**src/rtl/mem_access_unit_pkg.sv**
```systemverilog
// Shared definitions for the data-memory access unit: FSM states, funct3
// size encodings, the default bus timeout and store lane helpers.
package mem_access_unit_pkg;

  typedef enum logic [1:0] {
    ST_IDLE   = 2'd0,
    ST_REQ    = 2'd1,
    ST_WAIT_R = 2'd2
  } mau_state_e;

  localparam logic [2:0] F3_B  = 3'b000;
  localparam logic [2:0] F3_H  = 3'b001;
  localparam logic [2:0] F3_W  = 3'b010;
  localparam logic [2:0] F3_BU = 3'b100;
  localparam logic [2:0] F3_HU = 3'b101;

  localparam int TIMEOUT_DEFAULT = 255;

  // size is funct3[1:0]; the unused 2'b11 encoding behaves as a word access.
  function automatic logic is_misaligned(input logic [1:0] size, input logic [1:0] off);
    case (size)
      2'b00:   return 1'b0;
      2'b01:   return off[0];
      default: return (off != 2'b00);
    endcase
  endfunction

  function automatic logic [3:0] be_for(input logic [1:0] size, input logic [1:0] off);
    case (size)
      2'b00:   return 4'b0001 << off;
      2'b01:   return 4'b0011 << off;
      default: return 4'b1111;
    endcase
  endfunction

  function automatic logic [31:0] wdata_for(input logic [1:0] size, input logic [31:0] data);
    case (size)
      2'b00:   return {4{data[7:0]}};
      2'b01:   return {2{data[15:0]}};
      default: return data;
    endcase
  endfunction

endpackage

```
**src/rtl/mem_access_unit_load_align.sv**
```systemverilog
// Load data extraction: picks the addressed byte/half from a bus word and
// sign- or zero-extends it according to funct3.
module load_align (
  input  logic [31:0] i_rdata,
  input  logic [1:0]  i_offset,
  input  logic [2:0]  i_funct3,
  output logic [31:0] o_data
);

  logic [7:0]  w_byte;
  logic [15:0] w_half;

  always_comb begin
    w_byte = i_rdata[7:0];
    case (i_offset)
      2'd0: w_byte = i_rdata[7:0];
      2'd1: w_byte = i_rdata[15:8];
      2'd2: w_byte = i_rdata[23:16];
      2'd3: w_byte = i_rdata[31:24];
      default: w_byte = i_rdata[7:0];
    endcase
  end

  assign w_half = i_offset[1] ? i_rdata[31:16] : i_rdata[15:0];

  // funct3[2] selects the unsigned variants (BU/HU).
  always_comb begin
    o_data = i_rdata;
    case (i_funct3[1:0])
      2'b00:   o_data = i_funct3[2] ? {24'b0, w_byte} : {{24{w_byte[7]}}, w_byte};
      2'b01:   o_data = i_funct3[2] ? {16'b0, w_half} : {{16{w_half[15]}}, w_half};
      default: o_data = i_rdata;
    endcase
  end

endmodule

```
**src/rtl/mem_access_unit.sv**
```systemverilog
// Memory stage access unit: accepts one EX instruction at a time, drives a
// req/gnt/rvalid data bus, and returns a single-cycle writeback entry.
module mem_access_unit
  import mem_access_unit_pkg::*;
#(
  parameter int TIMEOUT_CYCLES = TIMEOUT_DEFAULT
) (
  input  logic        clk,
  input  logic        rst_n,
  input  logic        ex_valid_in,
  output logic        ex_ready_out,
  input  logic [31:0] alu_result_in,
  input  logic [31:0] store_data_in,
  input  logic        mem_read_in,
  input  logic        mem_write_in,
  input  logic [2:0]  funct3_in,
  input  logic [4:0]  rd_addr_in,
  input  logic        reg_write_in,
  output logic        dmem_req_out,
  output logic        dmem_we_out,
  output logic [31:0] dmem_addr_out,
  output logic [31:0] dmem_wdata_out,
  output logic [3:0]  dmem_be_out,
  input  logic        dmem_gnt_in,
  input  logic        dmem_rvalid_in,
  input  logic [31:0] dmem_rdata_in,
  output logic        wb_valid_out,
  output logic [4:0]  wb_rd_addr_out,
  output logic [31:0] wb_data_out,
  output logic        wb_reg_write_out,
  output logic        misaligned_out,
  output logic        bus_err_out
);

  localparam int CNT_W = $clog2(TIMEOUT_CYCLES + 1);
  localparam logic [CNT_W-1:0] CNT_LAST = CNT_W'(TIMEOUT_CYCLES - 1);

  mau_state_e     r_state;
  logic [CNT_W-1:0] r_cnt;
  logic [31:0]    r_addr;
  logic [2:0]     r_funct3;
  logic [4:0]     r_rd;
  logic           r_regw;
  logic           r_we;
  logic [31:0]    r_wdata;
  logic [3:0]     r_be;
  logic           r_wb_valid;
  logic [4:0]     r_wb_rd;
  logic [31:0]    r_wb_data;
  logic           r_wb_regw;
  logic           r_mis;
  logic           r_berr;

  logic           w_is_mem;
  logic           w_mis;
  logic           w_timeout;
  logic           w_req;
  logic [31:0]    w_load_data;

  assign w_is_mem  = mem_read_in | mem_write_in;
  assign w_mis     = is_misaligned(funct3_in[1:0], alu_result_in[1:0]);
  assign w_timeout = (r_cnt == CNT_LAST);

  load_align u_load_align (
    .i_rdata  (dmem_rdata_in),
    .i_offset (r_addr[1:0]),
    .i_funct3 (r_funct3),
    .o_data   (w_load_data)
  );

  always_ff @(posedge clk or negedge rst_n) begin
    if (!rst_n) begin
      r_state    <= ST_IDLE;
      r_cnt      <= '0;
      r_addr     <= '0;
      r_funct3   <= '0;
      r_rd       <= '0;
      r_regw     <= 1'b0;
      r_we       <= 1'b0;
      r_wdata    <= '0;
      r_be       <= '0;
      r_wb_valid <= 1'b0;
      r_wb_rd    <= '0;
      r_wb_data  <= '0;
      r_wb_regw  <= 1'b0;
      r_mis      <= 1'b0;
      r_berr     <= 1'b0;
    end else begin
      r_wb_valid <= 1'b0;
      r_mis      <= 1'b0;
      r_berr     <= 1'b0;
      case (r_state)
        ST_IDLE: begin
          r_cnt <= '0;
          if (ex_valid_in) begin
            r_wb_rd <= rd_addr_in;
            if (!w_is_mem) begin
              r_wb_valid <= 1'b1;
              r_wb_data  <= alu_result_in;
              r_wb_regw  <= reg_write_in;
            end else if (w_mis) begin
              r_wb_valid <= 1'b1;
              r_wb_data  <= '0;
              r_wb_regw  <= 1'b0;
              r_mis      <= 1'b1;
            end else begin
              // A simultaneous read+write request is handled as a store.
              r_addr   <= alu_result_in;
              r_funct3 <= funct3_in;
              r_rd     <= rd_addr_in;
              r_regw   <= reg_write_in;
              r_we     <= mem_write_in;
              r_wdata  <= wdata_for(funct3_in[1:0], store_data_in);
              r_be     <= be_for(funct3_in[1:0], alu_result_in[1:0]);
              r_state  <= ST_REQ;
            end
          end
        end
        ST_REQ: begin
          if (dmem_gnt_in) begin
            r_cnt <= '0;
            if (r_we) begin
              r_state    <= ST_IDLE;
              r_wb_valid <= 1'b1;
              r_wb_rd    <= r_rd;
              r_wb_data  <= '0;
              r_wb_regw  <= 1'b0;
            end else if (dmem_rvalid_in) begin
              r_state    <= ST_IDLE;
              r_wb_valid <= 1'b1;
              r_wb_rd    <= r_rd;
              r_wb_data  <= w_load_data;
              r_wb_regw  <= r_regw;
            end else begin
              r_state <= ST_WAIT_R;
            end
          end else if (w_timeout) begin
            r_state    <= ST_IDLE;
            r_cnt      <= '0;
            r_berr     <= 1'b1;
            r_wb_valid <= 1'b1;
            r_wb_rd    <= r_rd;
            r_wb_data  <= '0;
            r_wb_regw  <= 1'b0;
          end else begin
            r_cnt <= r_cnt + 1'b1;
          end
        end
        ST_WAIT_R: begin
          if (dmem_rvalid_in) begin
            r_state    <= ST_IDLE;
            r_cnt      <= '0;
            r_wb_valid <= 1'b1;
            r_wb_rd    <= r_rd;
            r_wb_data  <= w_load_data;
            r_wb_regw  <= r_regw;
          end else if (w_timeout) begin
            r_state    <= ST_IDLE;
            r_cnt      <= '0;
            r_berr     <= 1'b1;
            r_wb_valid <= 1'b1;
            r_wb_rd    <= r_rd;
            r_wb_data  <= '0;
            r_wb_regw  <= 1'b0;
          end else begin
            r_cnt <= r_cnt + 1'b1;
          end
        end
        default: begin
          r_state <= ST_IDLE;
          r_cnt   <= '0;
        end
      endcase
    end
  end

  // Bus fields read as zero whenever no request is outstanding.
  assign w_req          = (r_state == ST_REQ);
  assign ex_ready_out   = (r_state == ST_IDLE);
  assign dmem_req_out   = w_req;
  assign dmem_we_out    = w_req & r_we;
  assign dmem_addr_out  = w_req ? {r_addr[31:2], 2'b00} : 32'b0;
  assign dmem_wdata_out = w_req ? r_wdata : 32'b0;
  assign dmem_be_out    = w_req ? r_be : 4'b0;

  assign wb_valid_out     = r_wb_valid;
  assign wb_rd_addr_out   = r_wb_rd;
  assign wb_data_out      = r_wb_data;
  assign wb_reg_write_out = r_wb_regw;
  assign misaligned_out   = r_mis;
  assign bus_err_out      = r_berr;

endmodule

```
**config.mk**
```make
export PLATFORM = sky130hd
export DESIGN_NAME = mem_access_unit
export DESIGN_NICKNAME = d
export VERILOG_FILES = /design/src/rtl/mem_access_unit_pkg.sv /design/src/rtl/mem_access_unit_load_align.sv /design/src/rtl/mem_access_unit.sv
export SDC_FILE = /design/constraint.sdc
export NUM_CORES = 1
export LEC_CHECK = 0
export CAP_MARGIN = 5
export CORE_AREA = 2 2 104 156
export CTS_BUF_LIST = sky130_fd_sc_hd__clkbuf_4
export DETAILED_ROUTE_END_ITERATION = 8
export DIE_AREA = 0 0 106 158
export GPL_TIMING_DRIVEN = 0
export PLACE_DENSITY = 0.82
export SYNTH_ARGS = -nofsm -noshare
export SYNTH_HDL_FRONTEND = slang
export SYNTH_HIERARCHICAL = 1
export SYNTH_SLANG_ARGS = --single-unit
```
**constraint.sdc**
```tcl
create_clock -name clk -period 2.1 [get_ports clk]
set_input_delay 0.525 -clock clk [delete_from_list [all_inputs] [get_ports clk]]
set_output_delay 0.525 -clock clk [all_outputs]
set_load 0.02 [all_outputs]
```
# --- Word level (Yosys, flattened, before mapping) ---
# Index checks and enable logic that the tools add are counted.
totals:
  wordCells: 108
  rom_bits: 0
  latch_bits: 0
  ram_bits: 0
  output_inout_bits: 112
  regBits: 129
  n_memories: 0
classes:
  n_shift: 2
  muxes: 64
  order_cmp: 0
  n_bitwise: 3
  n_eq_ne: 13
  n_reduce_logical: 10
  add_sub_neg: 1
  mul: 0
  n_div: 0
op_table:
  columns: ["cell", "n"]
  rows:
  - ["32-bit two-way mux", 12]
  - ["32-bit case mux with 2 select lines", 2]
  - ["32-bit case mux with 3 select lines", 1]
  - ["8-bit case mux with 4 select lines", 1]
  - ["5-bit two-way mux", 6]
  - ["8-bit two-way mux", 3]
  - ["1-bit two-way mux", 21]
  - ["16-bit two-way mux", 1]
  - ["2-bit two-way mux", 8]
  - ["8-bit case mux with 2 select lines", 1]
  - ["5-bit case mux with 3 select lines", 1]
  - ["8-bit by 1-bit adder with 8-bit output (second input constant)", 1]
  - ["2-bit by 1-bit equality test with 1-bit output (second input constant)", 4]
  - ["8-bit equality test (second input constant)", 1]
  - ["2-bit zero test", 4]
  - ["4-bit case mux with 2 select lines", 1]
  - ["4-bit AND reduction", 2]
  - ["2-bit equality test (second input constant)", 3]
  - ["1-bit case mux with 3 select lines", 2]
  - ["2-bit case mux with 3 select lines", 1]
  - ["3-bit AND reduction", 2]
  - ["4-bit two-way mux", 1]
  - ["2-bit inequality test (second input constant)", 2]
  - ["4-bit inequality test (second input constant)", 1]
  - ["other kinds (10)", 11]

# --- Depth between registers and ports, before layout ---
# Gate-level depths: netlist (run 1).
depth:
  word_depth: 8
  mapped_depth: 9
  mapped_depth_nobuf: 6

# --- Modules after synthesis ---
# The synthesis (run 1) kept the hierarchy.
modules_own_cells:
  columns: ["module", "instances", "seq_area_each_um2", "area_per_inst_um2", "cells_each"]
  rows:
  - ["mem_access_unit", 1, 3228.1, 6433.7, 550]
  - ["load_align", 1, 0.0, 983.4, 133]

# --- Least setup slack after synthesis (run 1) ---
# Ideal clock, no wire load.
synth_timing:
  kind: "register to output"
  from: "reg r_state[1]"
  to: "out dmem_be_out[0]"
  path_stages_with_launch: 7
  path_buffers: 3
  setup_slack_ps: -62
  arrival_ps: 1637
  cell_sequence: "dfrtp_1 inv_1 ha_1 buf_2 clkbuf_1 clkbuf_1 and2_1"
synth_via:
  elab_chain_len: 2
synth_lines:
  columns: ["item", "line_no", "text"]
  rows:
  - ["from (decl)", "mem_access_unit.sv:38", "mau_state_e r_state;"]
  - ["from (signal assigned)", "mem_access_unit.sv:73", "r_state <= ST_IDLE;"]
  - ["from (signal assigned)", "mem_access_unit.sv:115", "r_state <= ST_REQ;"]
  - ["from (signal assigned)", "mem_access_unit.sv:123", "r_state <= ST_IDLE;"]
  - ["2-bit by 1-bit equality test with 1-bit output", "mem_access_unit.sv:178", "assign w_req = (r_state == ST_REQ);"]
  - ["via dmem_req_out", "mem_access_unit.sv:19", "output logic dmem_req_out,"]
  - ["4-bit two-way mux", "mem_access_unit.sv:184", "assign dmem_be_out = w_req ? r_be : 4'b0;"]
  - ["to (decl)", "mem_access_unit.sv:23", "output logic [3:0] dmem_be_out,"]
# The timed path passes the listed nets, and every way through them passes these cells.

# --- Final worst setup path (run 1) ---
layout_timing:
  from: "reg r_state[0]"
  to: "out dmem_wdata_out[27]"
layout_via:
  elab_chain_len: 2
layout_lines:
  columns: ["item", "line_no", "text"]
  rows:
  - ["2-bit by 1-bit equality test with 1-bit output", "mem_access_unit.sv:178", null]
  - ["32-bit two-way mux", "mem_access_unit.sv:183", "assign dmem_wdata_out = w_req ? r_wdata : 32'b0;"]
  - ["to (decl)", "mem_access_unit.sv:22", "output logic [31:0] dmem_wdata_out,"]
# Every way passes these cells.

==> results of run 1 <==
## report_power, final
group          total, mW  internal (mW)  switching [mW]
sequential          4.33           3.57           0.759
combinational       11.6           6.07            5.50
clock               1.55          0.474            1.08
total               17.5           10.1            7.34
## critical path, delay by kind of cell, from the launching register on
family        cells  cell delay [ns]
fa+ha+maj         1             0.20
flops             1             0.46
simple gates      1             0.14
buf+inv           4             0.59
## cells by family after synthesis
group                    count (synthesis)  share of synthesized area
AND/OR/NAND/NOR                        204                      0.145
flip-flops                             129                      0.435
buffers and inverters                   68                     0.0536
multiplexers                            85                      0.161
adder cells (fa/ha/maj)                  6                     0.0101
AO/OA/AOI/OAI                          183                      0.187
XOR/XNOR                                 7                    0.00827
other                                    1                   0.000506
## flip-flops by register name, summed over array words and instances, names as in the netlist
signal / flops
bus_err_out: 1
misaligned_out: 1
r_addr: 32
r_be: 4
r_cnt: 8
r_funct3: 3
r_rd: 5
r_regw: 1
r_state: 2
r_wdata: 32
r_we: 1
wb_data_out: 32
wb_rd_addr_out: 5
wb_reg_write_out: 1
wb_valid_out: 1
## worst min-delay path by stage
| stage | endpoint | from | cells after the start | slack (ns) |
|---|---|---|---|---|
| after floorplan | bus_err_out | rst_n | 0 | 0.23 |
| after global routing | r_addr[0] | alu_result_in[0] | 2 | 0.41 |
| after detailed placement | wb_rd_addr_out[0] | rst_n | 1 | 0.44 |
| final | r_addr[0] | alu_result_in[0] | 2 | 0.41 |
| after global placement | r_wdata[27] | r_wdata[27] | 2 | 0.46 |
| after CTS | r_addr[0] | alu_result_in[0] | 2 | 0.41 |
## cell usage in the layout, fill, tap and decap left out, drive strengths merged, types with 16 or more instances in the layout
cell,count
dfrtp,129
mux2i,26
dlymetal6s2s,16
a22oi,33
o2bb2ai,33
nor2,31
o211ai,18
mux2,52
clkbuf,45
clkdlybuf4s50,111
buf,139
nor2b,19
a21oi,23
nand2,56
dlygate4sd2,21
o21ai,36
and2,67
## cell type report
cell class	instances	area, sq um
inverter	7	31.3
sequential	129	3230
multi-input combinational	489	4460
clock inverter	15	111
tap	203	254
fill	1029	3860
buffer	60	609
timing repair buffer	256	2800
antenna	1	2.50
clock buffer	17	128
## timing repair
action | CTS | global route
buffers inserted | 18 | 7
gates resized for setup | 556 | 117
hold buffers | 1 | 0
endpoints found under the hold margin | 35 | 0
pin swaps | 18 | 14
setup endpoints to repair | 182 | 145
cloned | 6 | 8
## Yosys cell counts (6+ instances only)
| cell type | instances | area, sq um |
|---|---|---|
| sky130_fd_sc_hd__a211oi_1 | 7 | 52.6 |
| sky130_fd_sc_hd__a21oi_1 | 22 | 110 |
| sky130_fd_sc_hd__a221o_1 | 6 | 60.1 |
| sky130_fd_sc_hd__a22oi_1 | 33 | 248 |
| sky130_fd_sc_hd__and2_1 | 67 | 419 |
| sky130_fd_sc_hd__buf_2 | 15 | 75.1 |
| sky130_fd_sc_hd__buf_4 | 7 | 52.6 |
| sky130_fd_sc_hd__buf_6 | 13 | 146 |
| sky130_fd_sc_hd__clkbuf_1 | 25 | 93.8 |
| sky130_fd_sc_hd__dfrtp_1 | 129 | 3230 |
| sky130_fd_sc_hd__ha_1 | 6 | 75.1 |
| sky130_fd_sc_hd__inv_1 | 7 | 26.3 |
| sky130_fd_sc_hd__mux2_4 | 50 | 751 |
| sky130_fd_sc_hd__mux2i_1 | 26 | 260 |
| sky130_fd_sc_hd__mux4_2 | 7 | 158 |
| sky130_fd_sc_hd__nand2_1 | 56 | 210 |
| sky130_fd_sc_hd__nor2_1 | 30 | 113 |
| sky130_fd_sc_hd__nor2b_1 | 19 | 119 |
| sky130_fd_sc_hd__nor3_1 | 6 | 30.0 |
| sky130_fd_sc_hd__o211ai_1 | 7 | 52.6 |
| sky130_fd_sc_hd__o211ai_2 | 10 | 125 |
| sky130_fd_sc_hd__o21ai_1 | 32 | 160 |
| sky130_fd_sc_hd__o221ai_1 | 8 | 70.1 |
| sky130_fd_sc_hd__o22ai_1 | 8 | 50.1 |
| sky130_fd_sc_hd__o2bb2ai_1 | 33 | 289 |
## metal layers
| metal | routed length, microns | part of all wire | vias to the layer above |
|---|---|---|---|
| li1 | - | - | 3046 |
| met1 | 9500 | 0.37 | 3322 |
| met2 | 13600 | 0.52 | 347 |
| met3 | 1750 | 0.067 | 76 |
| met4 | 1110 | 0.043 | 0 |
| met5 | 0 | 0 | - |
## through the flow
step	cell area (sq um)	TNS, ns	hold slack, ns	std cells
6_report	11600	-27.68	0.406	1177
5_1_grt	11600	-33.20	0.407	1177
4_1_cts	10900	-22.80	0.413	1163
3_5_place_dp	9930	-98.24	0.440	1106
3_3_place_gp	9900	-694.44	0.459	1105
2_1_floorplan	7460	0	0.229	684
==> results.toml, run 1 <==
[synth]
yosys.cell_types.count = 56
post_synth_edffs = 0
postSynth.asyncResetShare = 1.00
synthesis.area_per_instance_sq_um = 10.9
synthesis.instances = 683
synth_ff_type = "sky130_fd_sc_hd__dfrtp_1"
synth_seq_cells = 129
netlist_area_before_placement_sq_um = 7420
synth_seq_area_share = 0.435
ys_warn_count = 6

[clock_tree]
cts_inserted_buffers = 17
clockBufferDepth = 2
clk_latency_ns = 0.56
cts_root_buffer_type = "sky130_fd_sc_hd__clkbuf_4"
clock_sink_count = 129
htree_num_levels = 4
cts_tree = "built"
clk_pin_slew_worst_paths_ns = 0.13

[global_route]
gr-usage-met3 = 0.0618
globalRouteMet1Util = 0.319
global_route.usage.met2 = 0.526
grt_use_total = 0.289
largest_net_degree_at_the_start_of_global_routing = 95
grt_antenna_before_repair = 1
vias_in_the_first_global_route = 6667
grt_remaining_overflow = 0
most_used_layer_global_route = "met2"
wire_length_of_the_first_global_routing_pass_mm = 37.0

[timing]
maxSlewHeadroom = 0.476
rsz_0062_raised_after_global_routing = "yes"
report.final.slew_viol_count = 0
period_share = 1.17
report.final.hold_viol_count = 0
skew_final_ns = 0.0290
report.final.setup_viol = 107
timing_worst_slew_pin_value_ns = 0.786
fmax_mhz = 406
setup_ws_ns = -0.366
finalCriticalPeriod_ns = 2.47

[floorplanning]
std_cell_rows = 56
height_of_the_die_microns = 158
design.die.area_sq_um = 16700
boundaryPins = 224
effective_utilization_at_floorplan = 0.479
die_width_microns = 106
fp.coreArea_sq_um = 15500

[routing]
via_per_inst = 5.77
drt_pre_antenna_iters = 5
drc = 0
num_vias = 6791
wirelength_mm = 26.0
detail_route.wl_per_cell_microns = 22.1
detailedRoute.firstIterationViolations = 375
route.antenna.remaining_nets = 0

[worst_setup_path]
cp_data_arrival_time_ns = 1.94
rr_startpoint = "r_state[0]"
worst_path_largest_cell_delay_ns = 0.46
crit_path_max_fanout = 7
ff2ff_setup_slack_ns = -0.21
worst_setup_path_start_kind = "flop"
timing.rr.end = "wb_data_out[4]"
timing_worst_setup_path_type = "flop to primary output"
critical_path.slowest_cell = "sky130_fd_sc_hd__dfrtp_1"
startpoint = "r_state[0]"
reg2reg_depth = 11
critical_path.most_common_cell = "sky130_fd_sc_hd__clkbuf_16"
worstSetupEndpoint = "dmem_wdata_out[27]"
setup.worst_path.end_class = "primary output"
worst_ep_required_time_ns = 1.57
crit_chain = "ha_4 -> buf_12 -> clkbuf_16 -> clkbuf_16 -> and2_4 -> buf_6"

[run_status]
run_status = "finished, violations left"
violations = "setup timing"

[power_and_ir_drop]
total_power_mw = 17.5
leakage_power_nw = 5.41
power-per-cell-area_nw_per_um2 = 1500
ir_worst_vdd_mv = 0.878

[placement]
port_buffers = 218
pre_cts_ws_ns = -1.06
place_congestion = 0.908
dp_hpwl_mm = 17.0

[finish]
final_core_utilization = 0.751
area_growth_pct = 56.7
num-nets-final = 1078
final_layout_size_suffix_gt1_frac = 0.393

[hold_path]
hold_class = "input pin to flop"

[flow_run]
drv_cap = 0
Note: power is estimated with default switching activity, not from simulation.
==> run 2: changes to the inputs <==
--- a/config.mk
+++ b/config.mk
@@ -10,8 +10,9 @@
 export CTS_BUF_LIST = sky130_fd_sc_hd__clkbuf_4
 export DETAILED_ROUTE_END_ITERATION = 8
 export DIE_AREA = 0 0 106 158
-export GPL_TIMING_DRIVEN = 0
-export PLACE_DENSITY = 0.82
+export GPL_TIMING_DRIVEN = 1
+export HOLD_SLACK_MARGIN = 0.12
+export PLACE_DENSITY = 0.78
 export SYNTH_ARGS = -nofsm -noshare
 export SYNTH_HDL_FRONTEND = slang
 export SYNTH_HIERARCHICAL = 1
==> results.toml, run 2 (synthesis gave the netlist of run 1 again) <==
[run_status]
run_status = "finished, violations left"
violations = "setup timing"

[power_and_ir_drop]
pwr-share-clk = 0.106
power.switching_fraction = 0.414
seq_power_share = 0.257
p_int_mw = 9.93
switching_power_mw = 7.02
leakage_power_nw = 5.51
power-per-cell-area_nw_per_um2 = 1470
power_frac_comb = 0.637
total_power_mw = 16.9
ir_worst_vdd_mv = 0.748

[finish]
final_instance_count_excl_fillers = 1182
n_fill_cell = 1069
area_growth_pct = 55.8
num-nets-final = 1084
mostFrequentLayoutCell = "sky130_fd_sc_hd__dfrtp_1"
multiInputGateArea_sq_um = 4290
most_used_cells_in_the_layout_excluding_fill_and_tap_cells = "sky130_fd_sc_hd__dfrtp_1 (129), sky130_fd_sc_hd__clkdlybuf4s50_1 (117), sky130_fd_sc_hd__buf_4 (75)"
area.sequential_sq_um = 3230
final_layout_size_suffix_gt1_frac = 0.392

[timing]
timing_worst_slew_pin_value_ns = 0.582
total_negative_setup_slack_ns = -13.19
maxSlewHeadroom = 0.611
period_share = 1.08
finalCriticalPeriod_ns = 2.26
fmax_mhz = 442
setup_ws_ns = -0.163
whs_ns = 0.357
skew_final_ns = 0.0233
report.final.setup_viol = 106
report.final.hold_viol_count = 0
rsz_0062_raised_after_global_routing = "yes"
report.final.slew_viol_count = 0

[clock_tree]
cts_root_buffer_type = "sky130_fd_sc_hd__clkbuf_4"
cts_tree = "built"
htree_num_levels = 4
clock_sink_count = 129
clk_pin_slew_worst_paths_ns = 0.14
clockBufferDepth = 2
clk_latency_ns = 0.53
cts_inserted_buffers = 17

[placement]
place_congestion = 0.933
port_buffers = 221
dp_hpwl_mm = 17.4
dp.cells = 1127

[routing]
drc = 0
drt_pre_antenna_iters = 5
via_per_inst = 5.81
detail_route.wl_per_cell_microns = 22.0
num_vias = 6863
route.antenna.remaining_nets = 0
detailedRoute.firstIterationViolations = 417
wirelength_mm = 26.0

[worst_setup_path]
crit_path_max_fanout = 17
worst_ep_required_time_ns = 2.52
rr_startpoint = "r_state[1]"
timing_worst_setup_path_type = "flop to flop"
cp_data_arrival_time_ns = 2.68
timing.rr.end = "wb_data_out[8]"
setup.worst_path.end_class = "flop"
startpoint = "r_state[1]"
reg2reg_depth = 10
worst_setup_path_start_kind = "flop"
ff2ff_setup_slack_ns = -0.16

[floorplanning]
fp.coreArea_sq_um = 15500
design.die.area_sq_um = 16700
die_width_microns = 106
height_of_the_die_microns = 158
effective_utilization_at_floorplan = 0.479
std_cell_rows = 56
boundaryPins = 224

[hold_path]
hold_class = "input pin to async pin"

[global_route]
grt_remaining_overflow = 0
grt_antenna_before_repair = 1
largest_net_degree_at_the_start_of_global_routing = 68
vias_in_the_first_global_route = 7058
wire_length_of_the_first_global_routing_pass_mm = 37.8
grt_use_total = 0.292

[flow_run]
drv_cap = 0
[run 2: cell type report]
type	count	share of cell area
multi-input combinational	487	0.371
timing repair buffer	324	0.300
tap	203	0.0220
clock inverter	14	0.0136
sequential	129	0.279
inverter	7	0.00227
antenna	1	0.000217
clock buffer	17	0.0110
[run 2: stage by stage]
step	setup slack, ns	instance area [sq um]	utilization
floorplan	0.0239	7460	-
global placement	-0.205	10300	0.668
detailed placement	-0.274	10300	0.668
CTS	-0.191	11000	0.713
global route	-0.228	11600	0.746
finish	-0.163	11600	0.746
[run 2: layer usage]
| metal | routed length, microns | vias to the layer above | global-route usage |
|---|---|---|---|
| li1 | - | 3046 | - |
| met1 | 9150 | 3384 | 0.317 |
| met2 | 13900 | 353 | 0.550 |
| met3 | 1560 | 80 | 0.0490 |
| met4 | 1360 | 0 | 0.134 |
| met5 | 0 | - | 0 |
[run 2: power groups by stage]
stage / logic, mW / registers (mW) / clock network [mW]
3_3_place_gp: 8.43 / 4.23 / 0
4_1_cts: 9.74 / 4.28 / 1.82
5_1_grt: 11.3 / 4.48 / 1.92
6_report: 10.8 / 4.36 / 1.79
2_1_floorplan: 4.89 / 4.43 / 0
3_5_place_dp: 8.63 / 4.26 / 0
[run 2: repair_timing]
action	in CTS	in global routing
hold endpoints to repair	129	0
hold buffers	1	0
gates resized for setup	476	90
buffers inserted	8	6
cloned	5	6
pin swaps	3	5
setup endpoints to repair	80	135
[run 2: worst max path at each step]
stage / endpoint / cells past startpoint
2_1_floorplan: dmem_be_out[0] / 6
3_3_place_gp: r_wdata[4] / 6
3_5_place_dp: wb_data_out[8] / 7
4_1_cts: dmem_wdata_out[15] / 6
5_1_grt: dmem_addr_out[11] / 6
6_report: wb_data_out[8] / 10
[run 2: critical path, stage by stage (launching register included)]
cell	delay, ns
sky130_fd_sc_hd__dfrtp_1	0.38
sky130_fd_sc_hd__inv_2	0.06
sky130_fd_sc_hd__ha_4	0.18
sky130_fd_sc_hd__buf_12	0.15
sky130_fd_sc_hd__buf_6	0.11
sky130_fd_sc_hd__buf_6	0.12
sky130_fd_sc_hd__and4bb_4	0.21
sky130_fd_sc_hd__a211oi_4	0.33
sky130_fd_sc_hd__o221ai_4	0.24
sky130_fd_sc_hd__buf_12	0.23
sky130_fd_sc_hd__o2bb2ai_2	0.14
